<file path="src/rtl/pe_priority_scan.sv">
// pe_priority_scan: sequential priority evaluator. It captures one pixel's candidate layers,
// scans them one per cycle and returns the front-most (top) and next (second) visible layers.
// Slots that no layer wins fall back to the backdrop color with layer index NUM_LAYERS.
//
// Ports:
//   clk, rst_b       clock (rising edge), asynchronous active-low reset
//   clear            synchronous abort/flush; discards any job and zeroes results
//   in_valid/ready   job handshake; in_ready is high only in idle with clear low
//   layer_color      packed per-layer colors, layer i at [i*COLOR_WIDTH +: COLOR_WIDTH]
//   layer_prio       packed per-layer priorities, 0 = front-most
//   layer_en         per-layer visible flag
//   backdrop_color   color used for any slot that no layer wins
//   out_valid/ready  result handshake; results are held while out_valid is high
//   top_*/second_*   registered results (color, layer index)
module pe_priority_scan #(
  parameter int unsigned NUM_LAYERS  = 5,
  parameter int unsigned COLOR_WIDTH = 15,
  parameter int unsigned PRIO_WIDTH  = 2,
  parameter int unsigned LAYER_W     = $clog2(NUM_LAYERS + 1)
) (
  input  logic                              clk,
  input  logic                              rst_b,
  input  logic                              clear,
  input  logic                              in_valid,
  output logic                              in_ready,
  input  logic [NUM_LAYERS*COLOR_WIDTH-1:0] layer_color,
  input  logic [NUM_LAYERS*PRIO_WIDTH-1:0]  layer_prio,
  input  logic [NUM_LAYERS-1:0]             layer_en,
  input  logic [COLOR_WIDTH-1:0]            backdrop_color,
  output logic                              out_valid,
  input  logic                              out_ready,
  output logic [COLOR_WIDTH-1:0]            top_color,
  output logic [LAYER_W-1:0]                top_layer,
  output logic [COLOR_WIDTH-1:0]            second_color,
  output logic [LAYER_W-1:0]                second_layer
);

  typedef enum logic [1:0] {StIdle, StScan, StDone} state_e;

  localparam logic [LAYER_W-1:0] BdLayer = LAYER_W'(NUM_LAYERS);
  localparam logic [LAYER_W-1:0] LastIdx = LAYER_W'(NUM_LAYERS - 1);

  state_e                            state_q, state_d;
  logic [LAYER_W-1:0]                idx_q, idx_d;
  logic [NUM_LAYERS*COLOR_WIDTH-1:0] color_q, color_d;
  logic [NUM_LAYERS*PRIO_WIDTH-1:0]  prio_q, prio_d;
  logic [NUM_LAYERS-1:0]             en_q, en_d;
  logic [COLOR_WIDTH-1:0]            bd_q, bd_d;

  logic [COLOR_WIDTH-1:0] top_color_q, top_color_d, sec_color_q, sec_color_d;
  logic [LAYER_W-1:0]     top_layer_q, top_layer_d, sec_layer_q, sec_layer_d;
  logic [PRIO_WIDTH-1:0]  top_prio_q, top_prio_d, sec_prio_q, sec_prio_d;
  // Slot still holds the backdrop, so any enabled layer beats it regardless of priority.
  logic                   top_bd_q, top_bd_d, sec_bd_q, sec_bd_d;

  logic [COLOR_WIDTH-1:0] cur_color;
  logic [PRIO_WIDTH-1:0]  cur_prio;
  logic                   cur_en;

  // Select the captured layer under evaluation.
  always_comb begin
    cur_color = '0;
    cur_prio  = '0;
    cur_en    = 1'b0;
    for (int unsigned i = 0; i < NUM_LAYERS; i++) begin
      if (idx_q == LAYER_W'(i)) begin
        cur_color = color_q[i*COLOR_WIDTH +: COLOR_WIDTH];
        cur_prio  = prio_q[i*PRIO_WIDTH +: PRIO_WIDTH];
        cur_en    = en_q[i];
      end
    end
  end

  always_comb begin
    state_d     = state_q;
    idx_d       = idx_q;
    color_d     = color_q;
    prio_d      = prio_q;
    en_d        = en_q;
    bd_d        = bd_q;
    top_color_d = top_color_q;
    top_layer_d = top_layer_q;
    top_prio_d  = top_prio_q;
    top_bd_d    = top_bd_q;
    sec_color_d = sec_color_q;
    sec_layer_d = sec_layer_q;
    sec_prio_d  = sec_prio_q;
    sec_bd_d    = sec_bd_q;

    if (clear) begin
      state_d     = StIdle;
      idx_d       = '0;
      top_color_d = '0;
      top_layer_d = '0;
      top_prio_d  = '0;
      top_bd_d    = 1'b0;
      sec_color_d = '0;
      sec_layer_d = '0;
      sec_prio_d  = '0;
      sec_bd_d    = 1'b0;
    end else begin
      unique case (state_q)
        StIdle: begin
          if (in_valid) begin
            color_d     = layer_color;
            prio_d      = layer_prio;
            en_d        = layer_en;
            bd_d        = backdrop_color;
            top_color_d = backdrop_color;
            top_layer_d = BdLayer;
            top_prio_d  = '0;
            top_bd_d    = 1'b1;
            sec_color_d = backdrop_color;
            sec_layer_d = BdLayer;
            sec_prio_d  = '0;
            sec_bd_d    = 1'b1;
            idx_d       = '0;
            state_d     = StScan;
          end
        end
        StScan: begin
          // Strict compares plus ascending scan give lower indices precedence on ties.
          if (cur_en && (top_bd_q || cur_prio < top_prio_q)) begin
            sec_color_d = top_color_q;
            sec_layer_d = top_layer_q;
            sec_prio_d  = top_prio_q;
            sec_bd_d    = top_bd_q;
            top_color_d = cur_color;
            top_layer_d = idx_q;
            top_prio_d  = cur_prio;
            top_bd_d    = 1'b0;
          end else if (cur_en && (sec_bd_q || cur_prio < sec_prio_q)) begin
            sec_color_d = cur_color;
            sec_layer_d = idx_q;
            sec_prio_d  = cur_prio;
            sec_bd_d    = 1'b0;
          end
          idx_d = idx_q + 1'b1;
          if (idx_q == LastIdx) begin
            state_d = StDone;
          end
        end
        StDone: begin
          if (out_ready) begin
            state_d = StIdle;
          end
        end
        default: state_d = StIdle;
      endcase
    end
  end

  always_ff @(posedge clk or negedge rst_b) begin
    if (!rst_b) begin
      state_q     <= StIdle;
      idx_q       <= '0;
      color_q     <= '0;
      prio_q      <= '0;
      en_q        <= '0;
      bd_q        <= '0;
      top_color_q <= '0;
      top_layer_q <= '0;
      top_prio_q  <= '0;
      top_bd_q    <= 1'b0;
      sec_color_q <= '0;
      sec_layer_q <= '0;
      sec_prio_q  <= '0;
      sec_bd_q    <= 1'b0;
    end else begin
      state_q     <= state_d;
      idx_q       <= idx_d;
      color_q     <= color_d;
      prio_q      <= prio_d;
      en_q        <= en_d;
      bd_q        <= bd_d;
      top_color_q <= top_color_d;
      top_layer_q <= top_layer_d;
      top_prio_q  <= top_prio_d;
      top_bd_q    <= top_bd_d;
      sec_color_q <= sec_color_d;
      sec_layer_q <= sec_layer_d;
      sec_prio_q  <= sec_prio_d;
      sec_bd_q    <= sec_bd_d;
    end
  end

  assign in_ready     = (state_q == StIdle) && !clear;
  assign out_valid    = (state_q == StDone);
  assign top_color    = top_color_q;
  assign top_layer    = top_layer_q;
  assign second_color = sec_color_q;
  assign second_layer = sec_layer_q;

endmodule

</file>
<file path="config.mk">
export PLATFORM = sky130hd
export DESIGN_NAME = pe_priority_scan
export DESIGN_NICKNAME = d
export VERILOG_FILES = /design/src/rtl/pe_priority_scan.sv
export SDC_FILE = /design/constraint.sdc
export NUM_CORES = 1
export LEC_CHECK = 0
export CAP_MARGIN = 40
export CORE_UTILIZATION = 35
export CTS_CLUSTER_DIAMETER = 40
export CTS_CLUSTER_SIZE = 16
export DETAILED_ROUTE_END_ITERATION = 8
export DONT_BUFFER_PORTS = 1
export PLACE_DENSITY = 0.58
export SLEW_MARGIN = 15
export SYNTH_ARGS = -nofsm -noshare
export SYNTH_HDL_FRONTEND = slang
export SYNTH_SLANG_ARGS = --single-unit
export TNS_END_PERCENT = 5
</file>
<file path="constraint.sdc">
create_clock -name clk -period 4 [get_ports clk]
set_clock_uncertainty 0.05 [all_clocks]
set_input_delay 0.8 -clock clk [delete_from_list [all_inputs] [get_ports clk]]
set_output_delay 0.8 -clock clk [all_outputs]
set_load 0.01 [all_outputs]
</file>
# Word level (Yosys, flattened, before mapping)
# Cells that the tools add are included.
[op_classes]
add_sub_neg = 1
magnitude_cmp = 2
n_eq_ne = 11
n_mux = 55
bitwise_logic = 1
n_reduce_logical = 14
[ops]
columns = ["cell", "count"]
rows = [
  ["$mux W15", 11],
  ["$pmux W15 S2", 2],
  ["$mux W2", 15],
  ["$mux W3", 8],
  ["$pmux W3 S2", 3],
  ["$reduce_and A3 Y1", 4],
  ["$mux W1", 11],
  ["$ne A3 B3 Y1 const B", 3],
  ["$pmux W2 S2", 2],
  ["$eq A3 B2 Y1 const B", 2],
  ["$pmux W2 S3", 1],
  ["$lt A2 B2 Y1", 2],
  ["$ne A4 B4 Y1 const B", 1],
  ["$pmux W1 S2", 2],
  ["$add A3 B1 Y3 const B", 1],
  ["$eq A3 B1 Y1 const B", 1],
  ["$eq A3 B3 Y1 const B", 1],
  ["$logic_and A1 B1 Y1", 3],
  ["$logic_not A3 Y1", 1],
  ["$ne A3 B2 Y1 const B", 1],
  ["$reduce_bool A3 Y1", 1],
  ["$eq A2 B1 Y1 const B", 1],
  ["$eq A2 B2 Y1 const B", 1],
  ["$logic_not A2 Y1", 1],
  ["4 further kinds", 5],
]
[totals]
regBits = 137
in_bits = 110

# Longest topological paths before layout
# Gate-level depths: netlist (run 1).
[depth]
word_depth = 13
ltp_mapped = 17

# Worst setup path after synthesis (run 1)
# No wires, ideal clock.
[synth_path]
path_type = "register -> register"
from = "register idx_q[2]"
to = "register sec_layer_q[0] (netlist: second_layer[0])"
arrival_ps = 3197
t_required_ps = 3825
path_slack_ps = 628
path_stages_with_launch = 17
synth_period_minus_slack_ps = 3372
cell_sequence = "dfrtp_1 -> clkbuf_1 -> clkbuf_1 -> inv_1 -> ha_1 -> buf_2 -> nand2_1 -> nor2_1 -> a21oi_1 -> o221ai_1 -> ha_1 -> nor2b_1 -> a21oi_1 -> o211a_1 -> o31ai_4 -> buf_6 -> mux2_2"
[synth_via]
elab_chain_cells = 12
[synth_rtl]
columns = ["element", "line_no", "source"]
rows = [
  ["from (decl)", "44", "logic [LAYER_W-1:0] idx_q, idx_d;"],
  ["from (signal assigned)", "171", "idx_q <= idx_d;"],
  ["$logic_not A3 Y1", "66", "if (idx_q == LAYER_W'(i)) begin"],
  ["$mux W2 (5 in series)", "66", ""],
  ["$lt A2 B2 Y1", "123", "if (cur_en && (top_bd_q || cur_prio < top_prio_q)) begin"],
  ["$logic_or A1 B1 Y1", "123", ""],
  ["$logic_and A1 B1 Y1", "123", ""],
  ["$mux W3", "123", ""],
  ["$pmux W3 S2", "102", "unique case (state_q)"],
  ["$mux W3", "90", "if (clear) begin"],
  ["to (signal assigned)", "181", "sec_layer_q <= sec_layer_d;"],
  ["to (decl)", "51", "logic [LAYER_W-1:0] top_layer_q, top_layer_d, sec_layer_q, sec_layer_d;"],
]
# Several ways; a longest one is shown, not always the timed one.
# A chain may end at the register's enable or synchronous reset.

# Worst setup path after layout (run 1)
[layout_path]
from = "register idx_q[1]"
to = "register top_prio_q[0]"
[layout_via]
elab_chain_cells = 11
[layout_rtl]
columns = ["element", "line_no", "source"]
rows = [
  ["$logic_not A3 Y1", "66", ""],
  ["$mux W2 (5 in series)", "66", ""],
  ["$lt A2 B2 Y1", "123", ""],
  ["$logic_or A1 B1 Y1", "123", ""],
  ["$logic_and A1 B1 Y1", "123", ""],
  ["$ne A3 B3 Y1 (no source line)", "-", ""],
  ["$reduce_and A3 Y1 (no source line)", "-", ""],
  ["to (signal assigned)", "178", "top_prio_q <= top_prio_d;"],
  ["to (decl)", "52", "logic [PRIO_WIDTH-1:0] top_prio_q, top_prio_d, sec_prio_q, sec_prio_d;"],
]
# Several ways; a longest one is shown, not always the timed one. The select of a mux whose other input is x is not followed.

==> summary by stage, run 1 <==
Pwr
The internal portion of the total power is 3060 uW. The net switching power of the design is 1210 uW. In this run, the combinational gates consume 17.0% of the power.

The power density over cell area is 549 mW/mm^2. The worst-case IR drop observed on VDD is 0.322 mV. The analysis attributes to cell leakage a power of 0.00327 uW. The clock network burns 39.3% of the power. Net switching is 28.3% of the power.

Of the total power, registers draw 43.7%.

Synthesis
The post-synth design cell area is 0.00694 sq mm. The fraction of synthesized cell area taken by the top area cell type is 49.4%. The synthesized netlist cell count is 617. After synthesis, the mean cell area works out to 11.2 sq um. The sequential element share of the synthesized area is 49.4%. The number of enable-type register cells in the synthesized netlist is 0. In the synthesized netlist the async set-or-reset flop fraction comes to 100%.

The count of state elements after synthesis is 137. sky130_fd_sc_hd__dfrtp_1 takes more of the synthesized area than any other cell. The dominant synthesized flop cell is sky130_fd_sc_hd__dfrtp_1.

The synthesized netlist net count is 734. The synthesis warning total is 0. The number of distinct standard cells referenced by the synthesized netlist is 50. In the post-synthesis netlist, the biggest area contributors are sky130_fd_sc_hd__dfrtp_1 (49%), sky130_fd_sc_hd__mux2_2 (15%), sky130_fd_sc_hd__mux2i_1 (4.6%).

STA
The minimum period implied by the final worst setup slack is 3.63 ns. The number of max-slew violations in the final report is 0. The final number of hold-violating endpoints is 0. The final critical-path share of the clock period is 90.8%.

Setup repair after global routing left no endpoint under its margin. Based on the critical path, the design can be clocked at up to 275 MHz. Setup violations remaining at the end of the flow were counted as 0. At the pin with the least slew margin, the transition time is 0.793 ns. The remaining max-slew budget at the tightest pin is 47.2%. The final total negative setup slack is 0 ns.

Global routing
The number of global-route vias before repair is 5085. Entering global routing, the biggest net connects 138 pins. The first-pass GRT wire length is 29.5 mm.

The number of antenna violations at the first check in global routing is 7. Global routing finished with a remaining overflow of 0. The global-route total usage across every layer is 19.6%.

Worst hold path
The worst min-delay path class is input port to async pin.

Placement
Once placement finished, the instance area stood at 0.00715 sq mm. The placer congestion estimate is 0.903. The HPWL after detailed placement is 13.7 mm. The port buffer count is 0.

Critical path
The category of the worst setup path capture point is a flop. STA classifies the critical path startpoint as a flop. In this design, the stage delay of the slowest critical-path cell is 0.63 ns. Data on the critical path arrives at its endpoint at 3.87 ns. Across all register-to-register paths, the minimum setup slack is 0.37 ns. The endpoint required time on the critical path is 4.24 ns. The beginning of the critical path is idx_q[1]$_DFFE_PN0P_. The peak fanout along the critical path is 20. Traced cell by cell, the critical path runs through inv_1 > ha_1 > nand3b_1 > a21oi_1 > a21oi_1 > o221ai_1 > ha_1 > nor2_1 > nor2_1 > a211o_1 > nor2b_1 > buf_4 > o21ai_0. The startpoint identified for the worst register-to-register timing path is idx_q[1]$_DFFE_PN0P_. The slowest stage of the critical path belongs to the cell sky130_fd_sc_hd__a211o_1. The critical path is of the flop to flop type. The critical path contains buffers and inverters numbering 2 combined. The kind of cell adding the most delay to the critical path is compound AO/OA/AOI/OAI gates.

Final layout
The layout has 1857 filler cells. Leaving out fill and tap cells, the most frequent cells in the layout are sky130_fd_sc_hd__dfrtp_1 (137), sky130_fd_sc_hd__mux2_2 (93), sky130_fd_sc_hd__nand2_1 (40), sky130_fd_sc_hd__mux2i_1 (32), sky130_fd_sc_hd__nor2_1 (31). The most frequent standard cell in the layout excluding fill and tap cells is sky130_fd_sc_hd__dfrtp_1. Relative to the synthesized area, the layout overhead comes to 12.3%. The finished cells cover 0.00779 sq mm. Measured on the finished design, the core utilization comes to 40.0%.

The post-layout net count is 716. Of the cells placed in the final design, the portion with a size suffix greater than 1 is 24.5%.

Routing
The length of routed met3 wiring is 1.89 mm. The met2 layer wire length in the routed design is 9.21 mm. The routed length on met1 is 7.96 mm. After the first detailed-routing iteration, the DRC count stood at 266.

The top layer reached by signal wires is met5. After detailed routing, the number of remaining DRC violations is 0. Summed over all layers, the routed wires come to 19.3 mm. The count of nets left with antenna violations once routing finished came out at 0. Detailed routing inserted a total of 4933 vias. Dividing the detail-routed wire length by the instance count gives 21.9 microns. The average via count per standard cell is 5.60.

The number of optimization iterations in the first detailed-route pass is 4.

Clock tree
The post-cts sizing count is 0. The H-tree was split into 4 levels. In this run the post-CTS setup repair buffer count came out at 0. The number of hold buffers added after CTS was 0.

Clock-pin slew was measured on the worst setup and hold paths at 0.06 ns. The longest clock path from root to sink contains 2 buffers. Buffers inserted during clock tree synthesis total 17. The clock tree from TritonCTS is done. The tree is rooted in a sky130_fd_sc_hd__clkbuf_16.

The clock net in this run drives a total of 137 sinks. The clock latency at the later pin of the worst-skew pair is 0.42 ns.

Floorplan
For this configuration, the core starts out at a cell density of 35.6%. The core region is 0.0195 sq mm. The floorplan has 51 rows. The number of top-level design ports is 148. The die height is 143 microns. The die covers 0.0204 sq mm. From left edge to right edge, the die measures 143 microns.

Job
The number of max-capacitance violations reported is 0.

Status
The run finished with clean final reports.
synthesized netlist by cell type, drive strengths merged, types with 3 or more instances:
library cell,instances
clkbuf,28
o311a,15
a22oi,3
a31oi,16
o21a,3
nor2,33
a21oi,24
ha,7
dfrtp,137
mux2,93
buf,23
nor2b,19
and3,15
a221oi,15
o2111ai,16
o21ai,22
o31ai,17
nand2,40
o22ai,5
inv,28
mux2i,32
kinds of logic (layout without fill, tap and decap cells):
| kind of cell | after synthesis | count (layout) | share of synthesized area, % |
|---|---|---|---|
| other | 0 | 4 | 0 |
| flip-flops | 137 | 137 | 49.4 |
| adder cells (fa/ha/maj) | 7 | 7 | 1.26 |
| multiplexers | 125 | 125 | 19.7 |
| buffers and inverters | 79 | 74 | 5.18 |
| AO/OA/AOI/OAI | 151 | 151 | 16.3 |
| AND/OR/NAND/NOR | 118 | 118 | 8.14 |
registers in the layout, indices dropped and copies added, names as in the netlist, 2 cells and up:
register / flops
second_layer: 3
top_color: 15
state_q: 2
second_color: 15
top_prio_q: 2
top_layer: 3
sec_prio_q: 2
idx_q: 3
prio_q: 10
color_q: 75
en_q: 5
routing by layer:
metal | global-route usage [%] | vias to the layer above
met4 | 5.04 | 2
met2 | 31.9 | 191
met5 | 0 | -
li1 | - | 2235
met1 | 23.1 | 2481
met3 | 9.09 | 24
final timing paths:
check	endpoint	depth (start not counted)
max	top_prio_q[0]$_DFFE_PN0P_	13
min	second_layer[1]$_DFFE_PN0P_	0
max reg2reg	top_prio_q[0]$_DFFE_PN0P_	13
min reg2reg	color_q[64]$_DFFE_PN0P_	1
max in group asynchronous	second_color[12]$_DFFE_PN0P_	0
min in group clk	idx_q[1]$_DFFE_PN0P_	1
power groups by stage:
| stage | registers [uW] | logic (uW) | clock network (uW) |
|---|---|---|---|
| finish | 1870 | 728 | 1680 |
| global route | 1900 | 802 | 1760 |
| CTS | 1870 | 732 | 1710 |
| detailed placement | 1900 | 728 | 0 |
| global placement | 1880 | 705 | 0 |
| floorplan | 1820 | 600 | 0 |
final cells by class:
| type | instances | area (sq um) | area share [%] |
|---|---|---|---|
| diodes | 4 | 10.0 | 0.129 |
| clock buffers | 18 | 429 | 5.51 |
| flip-flops and latches | 137 | 3430 | 44.0 |
| inverters | 28 | 105 | 1.35 |
| repair buffers | 14 | 118 | 1.51 |
| well taps | 265 | 332 | 4.26 |
| multi-input cells | 401 | 3170 | 40.7 |
| clock inverters | 14 | 198 | 2.54 |
metrics by stage:
step / setup WS (ns) / total power (uW) / std cells / hold slack, ns
after floorplan: 0.628 / 2420 / 617 / 0.422
after global placement: 0.620 / 2590 / 845 / 0.433
after detailed placement: 0.398 / 2620 / 845 / 0.443
after CTS: 0.371 / 4310 / 877 / 0.00780
after global routing: 0.0203 / 4460 / 879 / 0.00257
final: 0.368 / 4270 / 881 / 0.0274
(Power assumes the default switching activity.)
==> inputs of run 2 (changes only) <==
- ABC_AREA: not set -> 1
- CTS_BUF_LIST: not set -> sky130_fd_sc_hd__clkbuf_4 sky130_fd_sc_hd__clkbuf_8
- clock period: 4 -> 3.4 ns (I/O delays scaled with it)
==> run 2 against run 1 <==
The flow now finishes with violations (negative hold slack). Worst hold slack worse by 0.18 ns. Area after synthesis is 3.1% lower. Global-route usage is 0.83 points lower. Sequential power is 17% higher. Clock power is 18% lower. Non-clock buffer count is 1 lower. Largest power group unchanged. Design area is 5.7% lower. Clock-buffer cell count is 1 lower. Sequential cell count stayed put. Cell count is 15% higher. Power is 7.0% higher.
==> summary by stage, run 2 <==
Routing
The total routed wirelength came to 18.0 mm (-6.7%). The number of optimization iterations in the first detailed-route pass is 5 (+1). The detailed-route DRC error count came to 0 (unchanged). The number of nets with antenna violations after routing is 0 (unchanged). The total via count in the routed design was 5122 (+3.8%). The final routed wire length divided by cell count is 17.8 microns (-19%). The DRC marker count from the first detailed-route iteration was 293 (+10%). The average via count per standard cell is 5.06 (-9.6%).

Critical path
The peak fanout along the critical path is 33 (+65%). The worst setup path is captured at a flop. The data arrival time of the critical path was 3.37 ns (-0.50 ns). The critical path launch point type is a flop. The endpoint required time on the critical path came to 3.75 ns (-0.49 ns). The critical path start-end classification is flop to flop.

Status
The flow ran to the end, but the final reports show violations. The checks that failed: negative hold slack.

Synthesis
The mean post-synth cell area is 8.66 sq um (-23%). The post-synth design cell area is 0.00672 sq mm (-3.1%). The sequential element share of the synthesized area is 51.0% (+1.6 points). The synthesized netlist net count came to 893 (+22%). The number of enable-type register cells in the synthesized netlist was 0 (unchanged). The share of synthesized flip-flops with an asynchronous set or reset is 100% (unchanged). Among all flip-flop cells after synthesis, the most frequent one is sky130_fd_sc_hd__dfrtp_1.

The synthesized netlist cell count is 776 (+26%). By instance count, the leading cell after synthesis is sky130_fd_sc_hd__nand2_1. Sorting the synthesized cells by area gives the leading types as sky130_fd_sc_hd__dfrtp_1 (51%), sky130_fd_sc_hd__mux2_2 (9.4%), sky130_fd_sc_hd__nand2_1 (8.5%). The number of distinct standard cells referenced by the synthesized netlist was 23 (-54%). The synthesis warning total is 0 (unchanged). The count of state elements after synthesis is 137 (unchanged). The fraction of synthesized cell area taken by the top area cell type is 51.0% (+1.6 points). Counting instances in the post-synthesis netlist gives the leading cell types as sky130_fd_sc_hd__nand2_1 (153), sky130_fd_sc_hd__dfrtp_1 (137), sky130_fd_sc_hd__nand3_1 (91).

The largest total area in the synthesized netlist belongs to sky130_fd_sc_hd__dfrtp_1.

STA
The minimum hold slack is -0.156 ns (-0.183 ns). The minimum period implied by the final worst setup slack was 3.01 ns (-0.617 ns). The remaining max-slew budget at the tightest pin is 60.2% (+13 points).

The final critical-path share of the clock period is 88.7% (-2.1 points). The number of max-slew violations in the final report is 0 (unchanged). The final setup violation count is 0 (unchanged). The final number of hold-violating endpoints is 137 (+137). The final total negative setup slack came to 0 ns (unchanged).

The maximum clock frequency is 332 MHz (+20%). The measured slew at the worst slew-check pin came to 0.594 ns (-0.199 ns). Setup repair after global routing left no endpoint under its margin.

Floorplan
The number of top-level design ports is 148 (unchanged). The placeable core region is 0.0188 sq mm (-3.6%). The die height came to 141 microns (-1.5%). The site row count came to 50 (-2.0%). The total die area is 0.0198 sq mm (-3.0%). The starting density of the core was 35.8% (+0.18 points). The die width is 141 microns (-1.5%).

Clock tree
The clock latency at the later pin of the worst-skew pair was 0.47 ns (+0.05 ns). The number of clock sinks is 137 (unchanged). The number of buffers inserted by post-CTS setup repair is 0 (unchanged). The deepest clock path buffer count was 2 (unchanged). CTS placed an instance of sky130_fd_sc_hd__clkbuf_8 at the clock tree root.

The number of levels the H-tree was split into is 4 (unchanged). The number of buffers created by CTS is 17 (unchanged). The clock-pin slew of the registers on the worst-case setup and hold paths is 0.09 ns (+0.03 ns). TritonCTS built the clock tree.

Pwr
The maximum vdd ir drop was 0.351 mV (+8.9%). The power density over cell area came to 622 mW/mm^2 (+13%). The overall power after layout is 4570 uW (+7.0%). The reported leakage power came to 0.00348 uW (+6.4%).

Final layout
The utilization after layout was 39.1% (-0.88 points). The share of layout cells above drive strength 1 is 15.9% (-8.7 points). The post-route non-filler standard cell count is 1012 (+15%).

The library cells used most frequently in the layout, excluding fill and tap cells, are sky130_fd_sc_hd__nand2_1 (152), sky130_fd_sc_hd__dfrtp_1 (137), sky130_fd_sc_hd__nand3_1 (91), sky130_fd_sc_hd__inv_1 (69), sky130_fd_sc_hd__nor2_1 (67). The post-layout net count was 880 (+23%). The register with the most flip-flops is color_q. Compared with the post-synthesis result, the final layout area differs by 9.25%. The number of flip-flops under the largest register name is 75 (unchanged). The library cell used most frequently in the layout, excluding fill and tap cells, is sky130_fd_sc_hd__nand2_1.

Global routing
The number of global-route vias before repair is 5026 (-1.2%). The global-route total usage across every layer is 18.7% (-0.83 points). The pin count of the biggest net entering global routing is 138 (unchanged). The first-pass GRT wire length came to 27.9 mm (-5.2%).

The number of antenna violations at the first check in global routing is 4 (-3). The total congestion overflow is 0 (unchanged).

Placement
The HPWL after detailed placement is 12.5 mm (-8.4%). The port buffer count is 0 (unchanged). The cell total after placement came to 978 (+16%). The placer congestion estimate was 0.855 (-5.3%).

Job
The number of max-capacitance violations reported was 0 (unchanged).

Worst hold path
The worst min-delay path class is input port to async pin.
[run 2: cell count changes after synthesis, moves of 32 or more]
cell,before,now
sky130_fd_sc_hd__nand2_1,40,153
sky130_fd_sc_hd__nand3_1,1,91
sky130_fd_sc_hd__inv_1,28,69
sky130_fd_sc_hd__mux2_2,93,56
sky130_fd_sc_hd__o21ai_0,20,55
sky130_fd_sc_hd__nor2_1,33,67
sky130_fd_sc_hd__mux2i_1,32,0
[run 2: critical path, stage by stage (launching register included)]
cell and delay (ns):
sky130_fd_sc_hd__dfrtp_1 0.43, sky130_fd_sc_hd__inv_1 0.14, sky130_fd_sc_hd__ha_1 0.27, sky130_fd_sc_hd__nand2_8 0.16, sky130_fd_sc_hd__o211ai_1 0.20, sky130_fd_sc_hd__nand2_1 0.06
sky130_fd_sc_hd__o21ai_0 0.10, sky130_fd_sc_hd__inv_1 0.12, sky130_fd_sc_hd__ha_1 0.28, sky130_fd_sc_hd__nand2_1 0.05, sky130_fd_sc_hd__nand2_1 0.14, sky130_fd_sc_hd__nand3_1 0.11
sky130_fd_sc_hd__nand2_1 0.21, sky130_fd_sc_hd__nand2_4 0.22, sky130_fd_sc_hd__inv_4 0.24, sky130_fd_sc_hd__nand2_1 0.09, sky130_fd_sc_hd__nand2_1 0.07
[run 2: kinds of logic after synthesis]
group / count (synthesis) / share of synthesized area, %
simple gates: 329 / 20.9
flops: 137 / 51.0
compound gates: 127 / 10.1
buf+inv: 120 / 7.28
mux: 56 / 9.38
fa+ha+maj: 7 / 1.30
[run 2: final timing paths]
path / start / end / slack [ns] / cells after the start
setup / recovery: idx_q[0]$_DFFE_PN0P_ / second_color[3]$_DFFE_PN0P_ / 0.39 / 16
hold / removal: rst_b / prio_q[0]$_DFFE_PN0P_ / -0.16 / 0
setup reg to reg: idx_q[0]$_DFFE_PN0P_ / second_color[3]$_DFFE_PN0P_ / 0.39 / 16
hold reg to reg: sec_prio_q[1]$_DFFE_PN0P_ / sec_prio_q[1]$_DFFE_PN0P_ / 0.45 / 2
max in group asynchronous: rst_b / top_layer[2]$_DFFE_PN0P_ / 3.14 / 0
min in group clk: out_ready / state_q[1]$_DFFE_PN0P_ / 0.28 / 1
[run 2: through the flow]
| stage | hold slack [ns] | instance area (sq um) | setup WS, ns |
|---|---|---|---|
| final | -0.156 | 7340 | 0.386 |
| after global routing | -0.188 | 7340 | 0.0331 |
| after CTS | -0.177 | 7330 | 0.187 |
| after detailed placement | 0.343 | 6930 | 0.238 |
| after global placement | 0.343 | 6930 | 0.375 |
| after floorplan | 0.334 | 6720 | 0.768 |
[run 2: metal layers]
layer / GRT usage, % / vias to the layer above / part of all wire, %
met1: 24.9 / 2436 / 46
met2: 28.0 / 155 / 44
li1: - / 2511 / -
met3: 7.68 / 16 / 9.0
met5: 0 / - / 0.11
met4: 5.43 / 4 / 0.84
[run 2: timing repair]
item,CTS,global route
resized for setup,0,3
endpoints found under the setup margin,0,20
hold endpoints to repair,137,137
[run 2: cell type report]
class / instances / area [sq um]
diodes: 2 / 5.00
multi-input cells: 519 / 2820
fillers: 1928 / 11400
well taps: 234 / 293
clock buffers: 17 / 234
clock inverters: 15 / 169
inverters: 75 / 284
flip-flops and latches: 137 / 3430
repair buffers: 13 / 110
[run 2: power by group]
group / total (uW) / internal [uW] / switching [uW] / leakage, uW
Sequential: 2190 / 1960 / 236 / 0.00164
Clock: 1380 / 666 / 717 / 0.000195
Combinational: 997 / 390 / 607 / 0.00164
==> RTL edit 1, RTL diff (flow settings as in run 2) <==
`en_q` and `bd_q` no longer have a reset.
--- a/src/rtl/pe_priority_scan.sv
+++ b/src/rtl/pe_priority_scan.sv
@@ -156,8 +156,6 @@
       idx_q       <= '0;
       color_q     <= '0;
       prio_q      <= '0;
-      en_q        <= '0;
-      bd_q        <= '0;
       top_color_q <= '0;
       top_layer_q <= '0;
       top_prio_q  <= '0;
@@ -171,8 +169,6 @@
       idx_q       <= idx_d;
       color_q     <= color_d;
       prio_q      <= prio_d;
-      en_q        <= en_d;
-      bd_q        <= bd_d;
       top_color_q <= top_color_d;
       top_layer_q <= top_layer_d;
       top_prio_q  <= top_prio_d;
@@ -184,6 +180,11 @@
     end
   end
 
+  always_ff @(posedge clk) begin
+    en_q <= en_d;
+    bd_q <= bd_d;
+  end
+
   assign in_ready     = (state_q == StIdle) && !clear;
   assign out_valid    = (state_q == StDone);
   assign top_color    = top_color_q;
Formal check against the unedited RTL: same outputs for any inputs over 4 cycles, from zero or initial values and one cycle with rst_b low; that may be too few to reach the edited logic, so the function may still have changed.
==> RTL edit 1 against run 2 <==
  * The run still ends with negative hold slack left
  * Final area shrank 0.55%
  * Area after synthesis decreased by 0.26%
  * Sequential power down 2%
  * Wire length up 5.3%
  * Via count increased by 7.6%
  * Sequential cell count unchanged
  * Setup slack got worse by 0.17 ns
  * Power decreased by 2.9%
==> RTL edit 1: results (changes against run 2) <==
INFO  metric placed_cells = 1069 (was 978)
INFO  metric number_of_synthesized_flops_with_an_enable_pin = 5 (was 0)
INFO  metric clkCellAreaFrac = 5.79% (was 5.49%)
INFO  metric seq-cell-share = 47.3% (was 46.7%)
INFO  metric fraction_of_standard_cell_area_in_multi_input_logic = 37.5% (was 38.4%)
INFO  metric static-leakage-power = 3.55 nW (was 3.48 nW)
INFO  metric multi_input_comb_cells = 609 (was 519)
INFO  metric critical-path-max-stage-delay = 0.41 ns (was 0.43 ns)
INFO  metric post_drt_wl_per_cell = 17.2 um (was 17.8 um)
INFO  metric signal_buffers = 12 (was 13)
INFO  metric synth_cell_type_count = 27 (was 23)
INFO  metric rrSetupSlack = 0.22 ns (was 0.39 ns)
INFO  metric worst_hold_slack_across_all_endpoints = -0.126 ns (was -0.156 ns)
INFO  metric dr_total_vias = 5513 (was 5122)
INFO  metric post_synth_mux_area_share = 0% (was 9.38%)
INFO  metric synth_async_sr_flop_share = 96.4% (was 100%)
INFO  metric inverters_excl_clock = 77 (was 75)
INFO  metric synth.area.top_cells = dfrtp_1, nand2_1, o21ai_0 (was dfrtp_1, mux2_2, nand2_1)
INFO  metric p_sw_share = 32.7% (was 34.1%)
INFO  metric post_synth_most_frequent_cells = nand2_1, dfrtp_1, o21ai_0 (was nand2_1, dfrtp_1, nand3_1)
INFO  metric violations = negative hold slack (unchanged)
INFO  metric reg2reg_from = idx_q[1]$_DFFE_PN0P_ (was idx_q[0]$_DFFE_PN0P_)
INFO  metric route.met2.wl = 8.81 mm (was 7.99 mm)
INFO  metric vias_per_cell = 5.01 (was 5.06)
INFO  metric post_route_cells_drive_above_1_share = 7.96% (was 15.9%)
INFO  metric hold_viol_final = 132 (was 137)
INFO  metric initial_antenna_violation_count = 0 (was 4)
INFO  metric run_status = finished, violations left (unchanged)
INFO  metric sum_of_net_half_perimeters_after_detailed_placement = 13.2 mm (was 12.5 mm)
INFO  metric grt_max_degree = 133 (was 138)
INFO  metric reg2reg_depth = 18 (was 16)
INFO  metric synth_fp_nets = 989 (was 893)
INFO  metric compound_gate_portion_of_the_synthesized_area = 10.6% (was 10.1%)
INFO  metric m1WireLength = 8.82 mm (was 8.20 mm)
-- RTL edit 1: power by group through the flow --
stage          registers (W)  clock network, W  logic (W)
5_1_grt              0.00218           0.00155   0.000985
3_5_place_dp         0.00218                 0   0.000860
6_report             0.00215           0.00144   0.000853
4_1_cts              0.00215           0.00148   0.000865
3_3_place_gp         0.00218                 0   0.000845
2_1_floorplan        0.00211                 0   0.000647
-- RTL edit 1: stage by stage --
step	util [%]	hold slack, ns
global placement	36.6	0.341
floorplan	-	0.334
finish	38.9	-0.126
global route	38.9	-0.170
detailed placement	36.6	0.338
CTS	38.9	-0.176
-- RTL edit 1: what timing repair did --
item                       CTS  global route
hold endpoints to repair   132           132
setup endpoints to repair    0            32
resized for setup            0             3
-- RTL edit 1: routing by layer --
layer  vias to the layer above  global-route usage, %
li1                       2738                      -
met1                      2593                   27.5
met2                       172                   31.5
met3                        10                   5.44
met4                         0                   5.55
met5                         -                      0
==> RTL edit 2, RTL diff (config.mk and constraints of run 2) <==
Made on the original files. The parameter `COLOR_WIDTH` goes from 15 to 30.
--- a/src/rtl/pe_priority_scan.sv
+++ b/src/rtl/pe_priority_scan.sv
@@ -14,7 +14,7 @@
 //   top_*/second_*   registered results (color, layer index)
 module pe_priority_scan #(
   parameter int unsigned NUM_LAYERS  = 5,
-  parameter int unsigned COLOR_WIDTH = 15,
+  parameter int unsigned COLOR_WIDTH = 30,
   parameter int unsigned PRIO_WIDTH  = 2,
   parameter int unsigned LAYER_W     = $clog2(NUM_LAYERS + 1)
 ) (
Ports: changed (resized backdrop_color, layer_color, second_color and top_color); port bits go from 148 to 268. No check against the original RTL was run, so the function may have changed too.
==> RTL edit 2 against run 2 <==
  * The flow still finishes with violations (negative hold slack)
  * Area after synthesis increased by 75%
  * Power rose by 120%
  * Sequential share of layout area is 0.74 points lower
  * Die area up 74%
  * Final area rose by 79%
  * Sequential cell count up 105
  * Synthesized cell count rose by 73%
  * Clock power is 120% higher
  * Setup slack lost 0.054 ns
  * Utilization rose by 0.98 points
  * Wire length up 91%
  * Critical endpoint is now second_color[5]$_DFFE_PN0P_
==> RTL edit 2: results (changes against run 2) <==
INFO  metric post-cts-setup-buffers = 0 (unchanged)
INFO  metric grt_max_degree = 243 (was 138)
INFO  metric crit_path_top_delay_cell = dfrtp_1 (unchanged)
INFO  metric synth_fp_nets = 1549 (was 893)
INFO  metric detailed_place.area = 12200 um2 (was 6930 um2)
INFO  metric nFillCells = 3393 (was 1928)
INFO  metric grt_util_all_layers = 20.1% (was 18.7%)
INFO  metric path_clk_slew = 0.06 ns (was 0.09 ns)
INFO  metric synth.area.top_cells = dfrtp_1, mux2_2, nand3_1 (was dfrtp_1, mux2_2, nand2_1)
INFO  metric vdd_ir_drop_max = 367 uV (was 351 uV)
INFO  metric max-clock-path-buffers = 3 (was 2)
INFO  metric clk_root_buffer_cell = clkbuf_8 (unchanged)
INFO  metric critical-path-max-stage-delay = 0.41 ns (was 0.43 ns)
INFO  metric max_slew.worst_pin.slew = 0.937 ns (was 0.594 ns)
INFO  metric sum_of_net_half_perimeters_after_detailed_placement = 23.4 mm (was 12.5 mm)
INFO  metric worst_hold_path_type = in2async (unchanged)
INFO  metric violations = negative hold slack (unchanged)
INFO  metric hold_viol_final = 242 (was 137)
INFO  metric synth_cell_type_count = 25 (was 23)
INFO  metric tritoncts.num_buffers = 42 (was 17)
INFO  metric grt_first_pass_wirelength = 52.9 mm (was 27.9 mm)
INFO  metric seq_area_frac_synth = 51.4% (was 51.0%)
INFO  metric crit_fanout = 27 (was 33)
INFO  metric initial_antenna_violation_count = 11 (was 4)
INFO  metric ys_warn_count = 0 (unchanged)
INFO  metric route.met2.wl = 15.2 mm (was 7.99 mm)
INFO  metric critPathTopFamily = simple AND/OR/NAND/NOR gates (unchanged)
INFO  metric preCtsSetupSlack = 0.187 ns (was 0.238 ns)
INFO  metric htreeDepth = 2 (was 4)
INFO  metric dr_wl_met3 = 3.07 mm (was 1.62 mm)
INFO  metric vias_per_cell = 5.17 (was 5.06)
INFO  metric post_route_cells_drive_above_1_share = 18.6% (was 15.9%)
INFO  metric drt_iter0_markers = 545 (was 293)
INFO  metric largest_register = color_q (unchanged)
INFO  metric critical_path_arrival = 3.50 ns (was 3.37 ns)
INFO  metric largest_reg_flops = 150 (was 75)
INFO  metric ys.flop_type = dfrtp_1 (unchanged)
INFO  metric post_drt_wl_per_cell = 19.1 um (was 17.8 um)
INFO  metric synth_async_sr_flop_share = 100% (unchanged)
INFO  metric clkLatencyLatePin = 0.56 ns (was 0.47 ns)
INFO  metric post_synth_most_frequent_cells = dfrtp_1, nand2_1, nor2_1 (was nand2_1, dfrtp_1, nand3_1)
INFO  metric worst_hold_slack_across_all_endpoints = -0.217 ns (was -0.156 ns)
INFO  metric run_status = finished, violations left (unchanged)
INFO  metric top_layer = met5 (unchanged)
INFO  metric static-leakage-power = 6.06 nW (was 3.48 nW)
INFO  metric gp_congestion = 0.846 (was 0.855)
INFO  metric port-buffer-count = 0 (unchanged)
INFO  metric drtPass1Iterations = 5 (unchanged)
INFO  metric first_global_vias = 9096 (was 5026)
INFO  metric m1WireLength = 15.5 mm (was 8.20 mm)
RTL edit 2: worst paths after layout:
check                                          startpoint                           to  slack [ns]  depth (start not counted)
max in group asynchronous                           rst_b      color_q[24]$_DFFE_PN0P_        2.74                          0
min in group clk                                    clear         idx_q[0]$_DFFE_PN0P_        0.20                          1
worst max register to register       idx_q[1]$_DFFE_PN0P_  second_color[5]$_DFFE_PN0P_        0.33                         19
worst min-delay path                                rst_b      color_q[27]$_DFFE_PN0P_       -0.22                          0
worst max-delay path                 idx_q[1]$_DFFE_PN0P_  second_color[5]$_DFFE_PN0P_        0.33                         19
worst min register to register  sec_prio_q[1]$_DFFE_PN0P_    sec_prio_q[1]$_DFFE_PN0P_        0.44                          2
RTL edit 2: report_power, final:
part	internal (W)	total, W	switching (W)
combinational	0.000971	0.00254	0.00157
clock	0.00172	0.00305	0.00133
sequential	0.00369	0.00425	0.000568
total	0.00638	0.00985	0.00347
RTL edit 2: kinds of logic (layout without fill, tap and decap cells):
kind of cell / count (synthesis) / in the layout / share of synthesized area (%)
and+or+nand+nor: 551 / 551 / 20.3
DFF: 242 / 242 / 51.4
AOI/OAI and AO/OA: 232 / 232 / 10.6
buffers and inverters: 207 / 218 / 7.23
muxes: 103 / 103 / 9.84
adders and majority gates: 7 / 7 / 0.743
other: 0 / 3 / 0
RTL edit 2: repair_timing:
item,in CTS,in global routing
gates resized for setup,0,4
setup endpoints to repair,0,62
endpoints found under the hold margin,242,242
RTL edit 2: layout make-up:
cell class | count | area (um2) | share of cell area [%]
Antenna cell | 3 | 7.51 | 0.0569
Clock buffer | 54 | 712 | 5.40
Clock inverter | 23 | 259 | 1.96
Inverter | 116 | 438 | 3.32
Multi-Input combinational cell | 893 | 4900 | 37.2
Sequential cell | 242 | 6060 | 45.9
Tap cell | 442 | 553 | 4.20
Timing Repair Buffer | 25 | 258 | 1.96
RTL edit 2: metal layers:
metal	global-route usage (%)	vias up
li1	-	4391
met1	28.0	4533
met2	30.4	307
met3	5.73	59
met4	5.49	14
met5	0	-
RTL edit 2: stage by stage:
| stage | cells | total power [W] | util, % |
|---|---|---|---|
| global placement | 1718 | 0.00678 | 37.1 |
| finish | 1798 | 0.00985 | 40.1 |
| CTS | 1795 | 0.00995 | 40.1 |
| floorplan | 1342 | 0.00602 | - |
| detailed placement | 1718 | 0.00685 | 37.1 |
| global route | 1797 | 0.0105 | 40.1 |
